$ cat config.mk
export PLATFORM = sky130hd
export DESIGN_NAME = fsl_traffic_client
export DESIGN_NICKNAME = d
export VERILOG_FILES = /design/src/rtl/fsl_traffic_client.sv
export SDC_FILE = /design/constraint.sdc
export NUM_CORES = 1
export LEC_CHECK = 0
export CORE_MARGIN = 2
export CORE_UTILIZATION = 53
export DETAILED_ROUTE_END_ITERATION = 6
export PLACE_DENSITY = 0.8
export SLEW_MARGIN = 20
export SYNTH_ARGS = -nofsm -noshare
export SYNTH_HDL_FRONTEND = slang
export SYNTH_SLANG_ARGS = --single-unit
export TNS_END_PERCENT = 20
$ cat constraint.sdc
create_clock -name gclk -period 2.6 [get_ports gclk]
set_input_delay 0.78 -clock gclk [delete_from_list [all_inputs] [get_ports gclk]]
set_output_delay 0.78 -clock gclk [all_outputs]
set_load 0.05 [all_outputs]
$ cat src/rtl/fsl_traffic_client.sv
// FSL traffic endpoint: generates framed incrementing-sequence packets on the
// master link and checks the same sequence/framing on the slave link.
//
// TX state | meaning
// ---------+---------------------------------------------------------------
// IDLE     | no traffic; waits for enable
// SEND     | one word offered per cycle, stalled by fsl_m_full
// GAP      | GAP idle cycles after a packet (down-counter to zero)
module fsl_traffic_client #(
  parameter int FSL_D_WIDTH = 32,
  parameter int PKT_LEN     = 70,
  parameter int GAP         = 4,
  parameter int CNT_WIDTH   = 16,
  parameter int ERR_WIDTH   = 8
) (
  input  logic                   gclk,
  input  logic                   reset_l,
  input  logic                   enable,
  input  logic                   clear_stats,
  input  logic                   fsl_m_full,
  output logic                   fsl_m_write,
  output logic [FSL_D_WIDTH-1:0] fsl_m_data,
  output logic                   fsl_m_control,
  input  logic                   fsl_s_exists,
  input  logic                   fsl_s_control,
  input  logic [FSL_D_WIDTH-1:0] fsl_s_data,
  output logic                   fsl_s_read,
  output logic [7:0]             data_out,
  output logic [CNT_WIDTH-1:0]   pkt_sent_cnt,
  output logic [CNT_WIDTH-1:0]   pkt_rcvd_cnt,
  output logic [ERR_WIDTH-1:0]   err_cnt,
  output logic                   err_flag
);

  localparam int IDX_W = (PKT_LEN > 1) ? $clog2(PKT_LEN) : 1;
  localparam int GAP_W = (GAP > 1) ? $clog2(GAP) : 1;
  localparam logic [IDX_W-1:0] IDX_LAST = IDX_W'(PKT_LEN - 1);
  // When GAP is 0 the GAP state is never entered, so the load value is unused.
  localparam logic [GAP_W-1:0] GAP_LOAD = (GAP > 0) ? GAP_W'(GAP - 1) : '0;

  typedef enum logic [1:0] {
    ST_IDLE = 2'd0,
    ST_SEND = 2'd1,
    ST_GAP  = 2'd2
  } tx_state_e;

  tx_state_e              state_q, state_d;
  logic [FSL_D_WIDTH-1:0] tx_seq_q;
  logic [IDX_W-1:0]       tx_idx_q;
  logic [GAP_W-1:0]       gap_cnt_q;
  logic [FSL_D_WIDTH-1:0] rx_seq_q;
  logic [IDX_W-1:0]       rx_idx_q;
  logic [7:0]             data_out_q;
  logic [CNT_WIDTH-1:0]   pkt_sent_q;
  logic [CNT_WIDTH-1:0]   pkt_rcvd_q;
  logic [ERR_WIDTH-1:0]   err_cnt_q;
  logic                   err_flag_q;

  logic tx_wr;
  logic tx_last;
  logic tx_pkt_done;
  logic rx_rd;
  logic rx_exp_ctrl;
  logic rx_err;

  assign tx_last     = (tx_idx_q == IDX_LAST);
  assign tx_pkt_done = tx_wr & tx_last;

  // TX state register
  always_ff @(posedge gclk or negedge reset_l) begin
    if (!reset_l) state_q <= ST_IDLE;
    else          state_q <= state_d;
  end

  // TX next-state: a started packet always runs to its control word
  always_comb begin
    state_d = state_q;
    case (state_q)
      ST_IDLE: if (enable) state_d = ST_SEND;
      ST_SEND: begin
        if (tx_pkt_done) begin
          if (GAP == 0) state_d = enable ? ST_SEND : ST_IDLE;
          else          state_d = ST_GAP;
        end
      end
      ST_GAP:  if (gap_cnt_q == '0) state_d = enable ? ST_SEND : ST_IDLE;
      default: state_d = ST_IDLE;
    endcase
  end

  // TX outputs: write strobe follows full combinationally, data/control from registers
  always_comb begin
    fsl_m_write   = (state_q == ST_SEND) & ~fsl_m_full;
    fsl_m_control = (state_q == ST_SEND) & tx_last;
    fsl_m_data    = tx_seq_q;
    tx_wr         = fsl_m_write;
  end

  // TX sequence, word index and gap timer
  always_ff @(posedge gclk or negedge reset_l) begin
    if (!reset_l) begin
      tx_seq_q  <= '0;
      tx_idx_q  <= '0;
      gap_cnt_q <= '0;
    end else begin
      if (tx_wr) begin
        tx_seq_q <= tx_seq_q + 1'b1;
        tx_idx_q <= tx_last ? '0 : tx_idx_q + 1'b1;
      end
      if (tx_pkt_done)
        gap_cnt_q <= GAP_LOAD;
      else if (state_q == ST_GAP && gap_cnt_q != '0)
        gap_cnt_q <= gap_cnt_q - 1'b1;
    end
  end

  // RX: every available word is consumed and compared against the expected stream
  assign rx_rd       = fsl_s_exists;
  assign fsl_s_read  = fsl_s_exists;
  assign rx_exp_ctrl = (rx_idx_q == IDX_LAST);
  assign rx_err      = rx_rd & ((fsl_s_data != rx_seq_q) | (fsl_s_control != rx_exp_ctrl));

  // RX expected sequence resyncs to the received word; framing index wraps
  // at the packet boundary even if the control bit was missing
  always_ff @(posedge gclk or negedge reset_l) begin
    if (!reset_l) begin
      rx_seq_q   <= '0;
      rx_idx_q   <= '0;
      data_out_q <= '0;
    end else if (rx_rd) begin
      rx_seq_q   <= fsl_s_data + 1'b1;
      rx_idx_q   <= (fsl_s_control || rx_exp_ctrl) ? '0 : rx_idx_q + 1'b1;
      data_out_q <= {1'b1, fsl_s_control, fsl_s_data[5:0]};
    end
  end

  // Statistics: clear wins over any same-cycle increment
  always_ff @(posedge gclk or negedge reset_l) begin
    if (!reset_l) begin
      pkt_sent_q <= '0;
      pkt_rcvd_q <= '0;
      err_cnt_q  <= '0;
      err_flag_q <= 1'b0;
    end else if (clear_stats) begin
      pkt_sent_q <= '0;
      pkt_rcvd_q <= '0;
      err_cnt_q  <= '0;
      err_flag_q <= 1'b0;
    end else begin
      if (tx_pkt_done)                pkt_sent_q <= pkt_sent_q + 1'b1;
      if (rx_rd && fsl_s_control)     pkt_rcvd_q <= pkt_rcvd_q + 1'b1;
      if (rx_err && err_cnt_q != '1)  err_cnt_q  <= err_cnt_q + 1'b1;
      if (rx_err)                     err_flag_q <= 1'b1;
    end
  end

  assign data_out     = data_out_q;
  assign pkt_sent_cnt = pkt_sent_q;
  assign pkt_rcvd_cnt = pkt_rcvd_q;
  assign err_cnt      = err_cnt_q;
  assign err_flag     = err_flag_q;

endmodule

### Word level (Yosys, flattened, before mapping)

Index checks and enable logic that the tools add are counted.
W data, S select, Z words.

| word-level totals | value |
|---|---|
| word-level logic and storage cells | 65 |
| flip-flop bits (word level) | 131 |

| cells by class | value |
|---|---|
| add/sub/neg operators | 8 |
| mux-type cells | 17 |
| eq/ne operators | 10 |
| bitwise gates (word level) | 6 |
| reductions and logical operators | 13 |

Operators by type and width:

| operator | number |
|---|---|
| $add A32 B1 Y32 const B | 2 |
| $mux W16 | 4 |
| $add A16 B1 Y16 const B | 2 |
| $ne A32 B32 Y1 | 1 |
| $mux W8 | 2 |
| $add A7 B1 Y7 const B | 2 |
| $eq A7 B7 Y1 const B | 2 |
| $mux W7 | 2 |
| $reduce_bool A2 Y1 | 6 |
| $mux W2 | 5 |
| $add A8 B1 Y8 const B | 1 |
| $ne A8 B8 Y1 const B | 1 |
| $ne A2 B2 Y1 const B | 3 |
| $pmux W2 S3 | 1 |
| $and A1 B1 Y1 | 4 |
| $logic_not A2 Y1 | 2 |
| $logic_and A1 B1 Y1 | 3 |
| $mux W1 | 3 |
| $reduce_and A3 Y1 | 1 |
| $eq A2 B1 Y1 const B | 1 |
| $eq A2 B2 Y1 const B | 1 |
| $sub A2 B1 Y2 const B | 1 |
| $logic_or A1 B1 Y1 | 1 |
| $ne A1 B1 Y1 | 1 |
| 2 further kinds | 2 |

### Depth between registers and ports, before layout

| depth | value |
|---|---|
| depth in word-level cells | 7 |
| mapped depth | 8 |

### Worst setup path after synthesis

OpenSTA, ideal clock, no wires.

| timing path | value |
|---|---|
| path type | input to output |
| start | input port fsl_m_full |
| end | output port fsl_m_write |
| data arrival time | 1.993 ns |
| cell stages on the path | 4 |
| required time | 1.820 ns |
| slack | -0.173 ns |
| path through | or3b_1 > buf_2 > clkinv_2 > clkbuf_1 |

| between the ends | value |
|---|---|
| longest elaborated chain between the ends | 2 |

RTL lines:

| item | RTL line | source |
|---|---|---|
| start, declared | 20 | `input logic fsl_m_full,` |
| $not A1 Y1 | 93 | `fsl_m_write = (state_q == ST_SEND) & ~fsl_m_full;` |
| $and A1 B1 Y1 | 93 |  |
| end, declared | 21 | `output logic fsl_m_write,` |

Every way passes these cells.

### Worst setup path after layout

| timing path | value |
|---|---|
| start | register tx_idx_q[0] |
| end | output port fsl_m_control |

| between the ends | value |
|---|---|
| longest elaborated chain between the ends | 2 |

RTL lines:

| item | RTL line | source |
|---|---|---|
| start, declared | 49 | `logic [IDX_W-1:0] tx_idx_q;` |
| start signal, assigned | 108 | `tx_idx_q <= tx_last ? '0 : tx_idx_q + 1'b1;` |
| $eq A7 B7 Y1 | 66 | `assign tx_last = (tx_idx_q == IDX_LAST);` |
| $and A1 B1 Y1 | 94 | `fsl_m_control = (state_q == ST_SEND) & tx_last;` |
| end, declared | 23 | `output logic fsl_m_control,` |

Every way passes these cells.

==> results_dict.tcl <==
set metrics [dict create \
    postLayoutCoreUtil_pct 74.2 \
    chipWidth_um 117 \
    critical_path_arrival_ns 1.80 \
    post_synth_xor_area_fraction_pct 16.3 \
    cellPowerDensity_nw_per_um2 637 \
    hp-class "in -> async" \
    core_area_um2 12500 \
    overall_die_area_um2 13600 \
    synthDominantCellAreaShare_pct 48.8 \
    path_max_fanout 5 \
    dr.first_iter.drc_count 424 \
    mappedNetlistNets 729 \
    layoutNonFillerInstCount 1058 \
    routed-via-count 5718 \
    final_area_um2 9290 \
    finalClockSkew_ns 0.00803 \
    vdd_ir_drop_max_mv 0.433 \
    final_max_slew_viol_count 0 \
    number_of_buffers_on_the_longest_clock_path 2 \
    tightestPinTransition_ns 0.547 \
    synth-compound-area-share_pct 5.42 \
    cts_root_buffer "sky130_fd_sc_hd__clkbuf_16" \
    avgViaCountPerCell 5.40 \
    critPathCaptureType "primary output" \
    synth_commonest_cells "sky130_fd_sc_hd__dfrtp_1 (131), sky130_fd_sc_hd__nor2_1 (82), sky130_fd_sc_hd__xor2_1 (78), sky130_fd_sc_hd__nand2_1 (68), sky130_fd_sc_hd__xnor2_1 (47)" \
    first_global_vias 5640 \
    cap_viol_max_count 0 \
    setup_viol 0 \
    finalNetCount 923 \
    io_pins 123 \
    post_synth_fa_ha_maj_area_fraction_pct 2.05 \
    worst_ep_required_time_ns 1.82 \
    post-route-period-util_pct 99.4 \
    part_of_the_power_in_registers_pct 40.3 \
    syn_to_layout_area_delta_pct 38.1 \
    syn-mean-instance-area_um2 9.90 \
    antenna_violations_before_repair 0 \
    clock_network_latency_to_the_later_pin_of_the_worst_skew_pair_ns 0.42 \
    routed_wl_um 16700 \
    syn_inst 679 \
    final_hold_viol_count 0 \
    numPortBuffers 122 \
    start_kind "flop" \
    synth_area_leader_cell "sky130_fd_sc_hd__dfrtp_1" \
    worst-setup-path-type "reg -> out" \
    detail_route.drc_violations 0 \
    worst_setup_hold_path_clk_slew_ns 0.05 \
    status "complete, no violations" \
    die_h_um 117 \
    rows 41 \
    htree_num_levels 4 \
    clock-sinks 131 \
    synth.mux.area_fraction_pct 2.12 \
    yosys_warnings 0 \
    post-route-worst-setup-slack_ns 0.0155 \
    tritoncts "done" \
    synth_simple_gate_area_share_pct 22.4 \
    synth.cell_area_um2 6720 \
    yosysMostFrequentCell "sky130_fd_sc_hd__dfrtp_1" \
    cts_buffers 17 \
    ys_ff_latch 131 \
    dp.cells 1019 \
    postRouteAntennaNets 0 \
    pwr-share-clk_pct 42.1 \
    detailedRoute.firstPassIterationCount 5 \
    antenna_cells 0 \
    cell_internal_pwr_uw 4270 \
    grt_setup_unrepaired "true" \
    swShare_pct 27.8 \
    leading_post_synthesis_cells_by_cell_area "sky130_fd_sc_hd__dfrtp_1 (49%), sky130_fd_sc_hd__xor2_1 (10%), sky130_fd_sc_hd__xnor2_1 (6.1%), sky130_fd_sc_hd__nor2_1 (4.6%), sky130_fd_sc_hd__nand2_1 (3.8%)" \
    globalRouteTotalUtil_pct 25.3 \
    synth_edf_count 0 \
    ys_async_sr_fraction_pct 100 \
    seq_area_frac_synth_pct 48.8 \
    final.min_clock_period_ns 2.58 \
    dp.final_hpwl_um 11900 \
    fraction_of_layout_instances_using_a_drive_strength_above_1_pct 15.6 \
    relSlewSlack_pct 63.4 \
    combinational_family_with_the_most_area_after_synthesis "simple AND/OR/NAND/NOR gates" \
    n_fill_cell 910 \
    power_switching_uw 1640 \
    yosysUniqueCellTypes 56 \
    grt_pass1_wl_um 26700 \
    power.combinational.fraction_pct 17.6 \
    p_leak_uw 0.00407 \
    pre_cts_ws_ns -0.382 \
    gp_congestion 0.848 \
    floorplan.initialDensity_pct 53.7 \
    gr-total-overflow 0 \
    synth_ff_type "sky130_fd_sc_hd__dfrtp_1" \
    placement.cell_area_um2 8580 \
    r2r_setup_slack_ns 0.21 \
    drt-wirelength-per-cell_um 15.8 \
    grt_start_max_net_pins 43 \
    fmax_mhz 387 \
]
path summary, 6_finish.rpt:
path / start / end / cells past startpoint
setup / recovery: tx_idx_q[0]$_DFFE_PN0P_ / fsl_m_control / 5
hold / removal: reset_l / pkt_rcvd_cnt[7]$_DFFE_PN0P_ / 1
setup reg to reg: rx_idx_q[4]$_DFFE_PN0P_ / err_cnt[0]$_DFFE_PN0P_ / 8
hold reg to reg: data_out[7]$_DFFE_PN0P_ / data_out[7]$_DFFE_PN0P_ / 1
max in group asynchronous: reset_l / pkt_sent_cnt[9]$_DFFE_PN0P_ / 2
min in group gclk: data_out[7]$_DFFE_PN0P_ / data_out[7]$_DFFE_PN0P_ / 1
metal layers:
| metal | wire length, um | up-vias | global-route usage, % | part of all wire (%) |
|---|---|---|---|---|
| met4 | 475 | 0 | 9.65 | 2.8 |
| met3 | 812 | 38 | 6.49 | 4.9 |
| met2 | 8090 | 192 | 41.4 | 48 |
| li1 | - | 2706 | - | - |
| met5 | 0 | - | 0 | 0 |
| met1 | 7350 | 2782 | 32.6 | 44 |
through the flow:
step | total power (uW) | hold WS [ns] | setup TNS [ns]
4_1_cts | 5940 | 0.344 | -0.0167
6_report | 5910 | 0.339 | 0
5_1_grt | 6150 | 0.361 | -0.0511
2_1_floorplan | 2960 | 0.453 | 0
3_5_place_dp | 3410 | 0.456 | -9.24
3_3_place_gp | 3360 | 0.455 | -7.58
sequential cells by signal, indices dropped and copies added, names as in the netlist, 2 cells and up:
register      cells
rx_seq_q         32
state_q           2
err_cnt           8
gap_cnt_q         2
fsl_m_data       32
rx_idx_q          7
data_out          8
pkt_sent_cnt     16
tx_idx_q          7
pkt_rcvd_cnt     16
logic make-up (layout without fill, tap and decap cells):
family | after synthesis | in the layout
adders and majority gates | 11 | 11
and+or+nand+nor | 294 | 294
muxes | 13 | 13
AOI/OAI and AO/OA | 66 | 66
xor gates and xnor gates | 125 | 125
DFF | 131 | 131
buffers and inverters | 39 | 246
timing repair:
| action | 4_1_cts | 5_1_grt |
|---|---|---|
| endpoints found under the hold margin | 0 | 0 |
| setup buffers | 2 | 5 |
| hold buffers | 0 | 0 |
| setup endpoints to repair | 2 | 7 |
| pin swaps | 0 | 2 |
| gates resized for setup | 4 | 5 |
| cloned | 0 | 0 |
area by class of cell:
class	count	area [um2]	area share, %
Clock buffer	24	502	5.40
Timing Repair Buffer	197	1840	19.8
Multi-Input combinational cell	509	3260	35.1
Clock inverter	8	123	1.32
Tap cell	172	215	2.32
Sequential cell	131	3280	35.3
Inverter	17	71.3	0.768
cell usage in the layout, fill, tap and decap left out, types with 17 or more instances in the layout:
cell type / synthesis / routed
sky130_fd_sc_hd__a21oi_1: 40 / 40
sky130_fd_sc_hd__and3_1: 19 / 19
sky130_fd_sc_hd__buf_4: 2 / 74
sky130_fd_sc_hd__clkbuf_16: 0 / 17
sky130_fd_sc_hd__clkdlybuf4s50_1: 0 / 115
sky130_fd_sc_hd__dfrtp_1: 131 / 131
sky130_fd_sc_hd__nand2_1: 68 / 68
sky130_fd_sc_hd__nand3_1: 35 / 35
sky130_fd_sc_hd__nand4_1: 26 / 26
sky130_fd_sc_hd__nor2_1: 82 / 82
sky130_fd_sc_hd__xnor2_1: 47 / 47
sky130_fd_sc_hd__xor2_1: 78 / 78
worst max-delay path, cell delays in order (launching register included):
cell,delay [ns]
sky130_fd_sc_hd__dfrtp_1,0.39
sky130_fd_sc_hd__ha_1,0.21
sky130_fd_sc_hd__and4b_1,0.22
sky130_fd_sc_hd__and2_4,0.19
sky130_fd_sc_hd__and3b_2,0.23
sky130_fd_sc_hd__buf_12,0.15
power groups by stage:
| stage | logic, uW | registers [uW] | clock network [uW] |
|---|---|---|---|
| after floorplan | 369 | 2590 | 0 |
| after global placement | 965 | 2400 | 0 |
| after detailed placement | 1000 | 2410 | 0 |
| after CTS | 1040 | 2370 | 2530 |
| after global routing | 1120 | 2400 | 2630 |
| final | 1040 | 2380 | 2490 |
No activity file was read; power rests on OpenSTA's default activity.
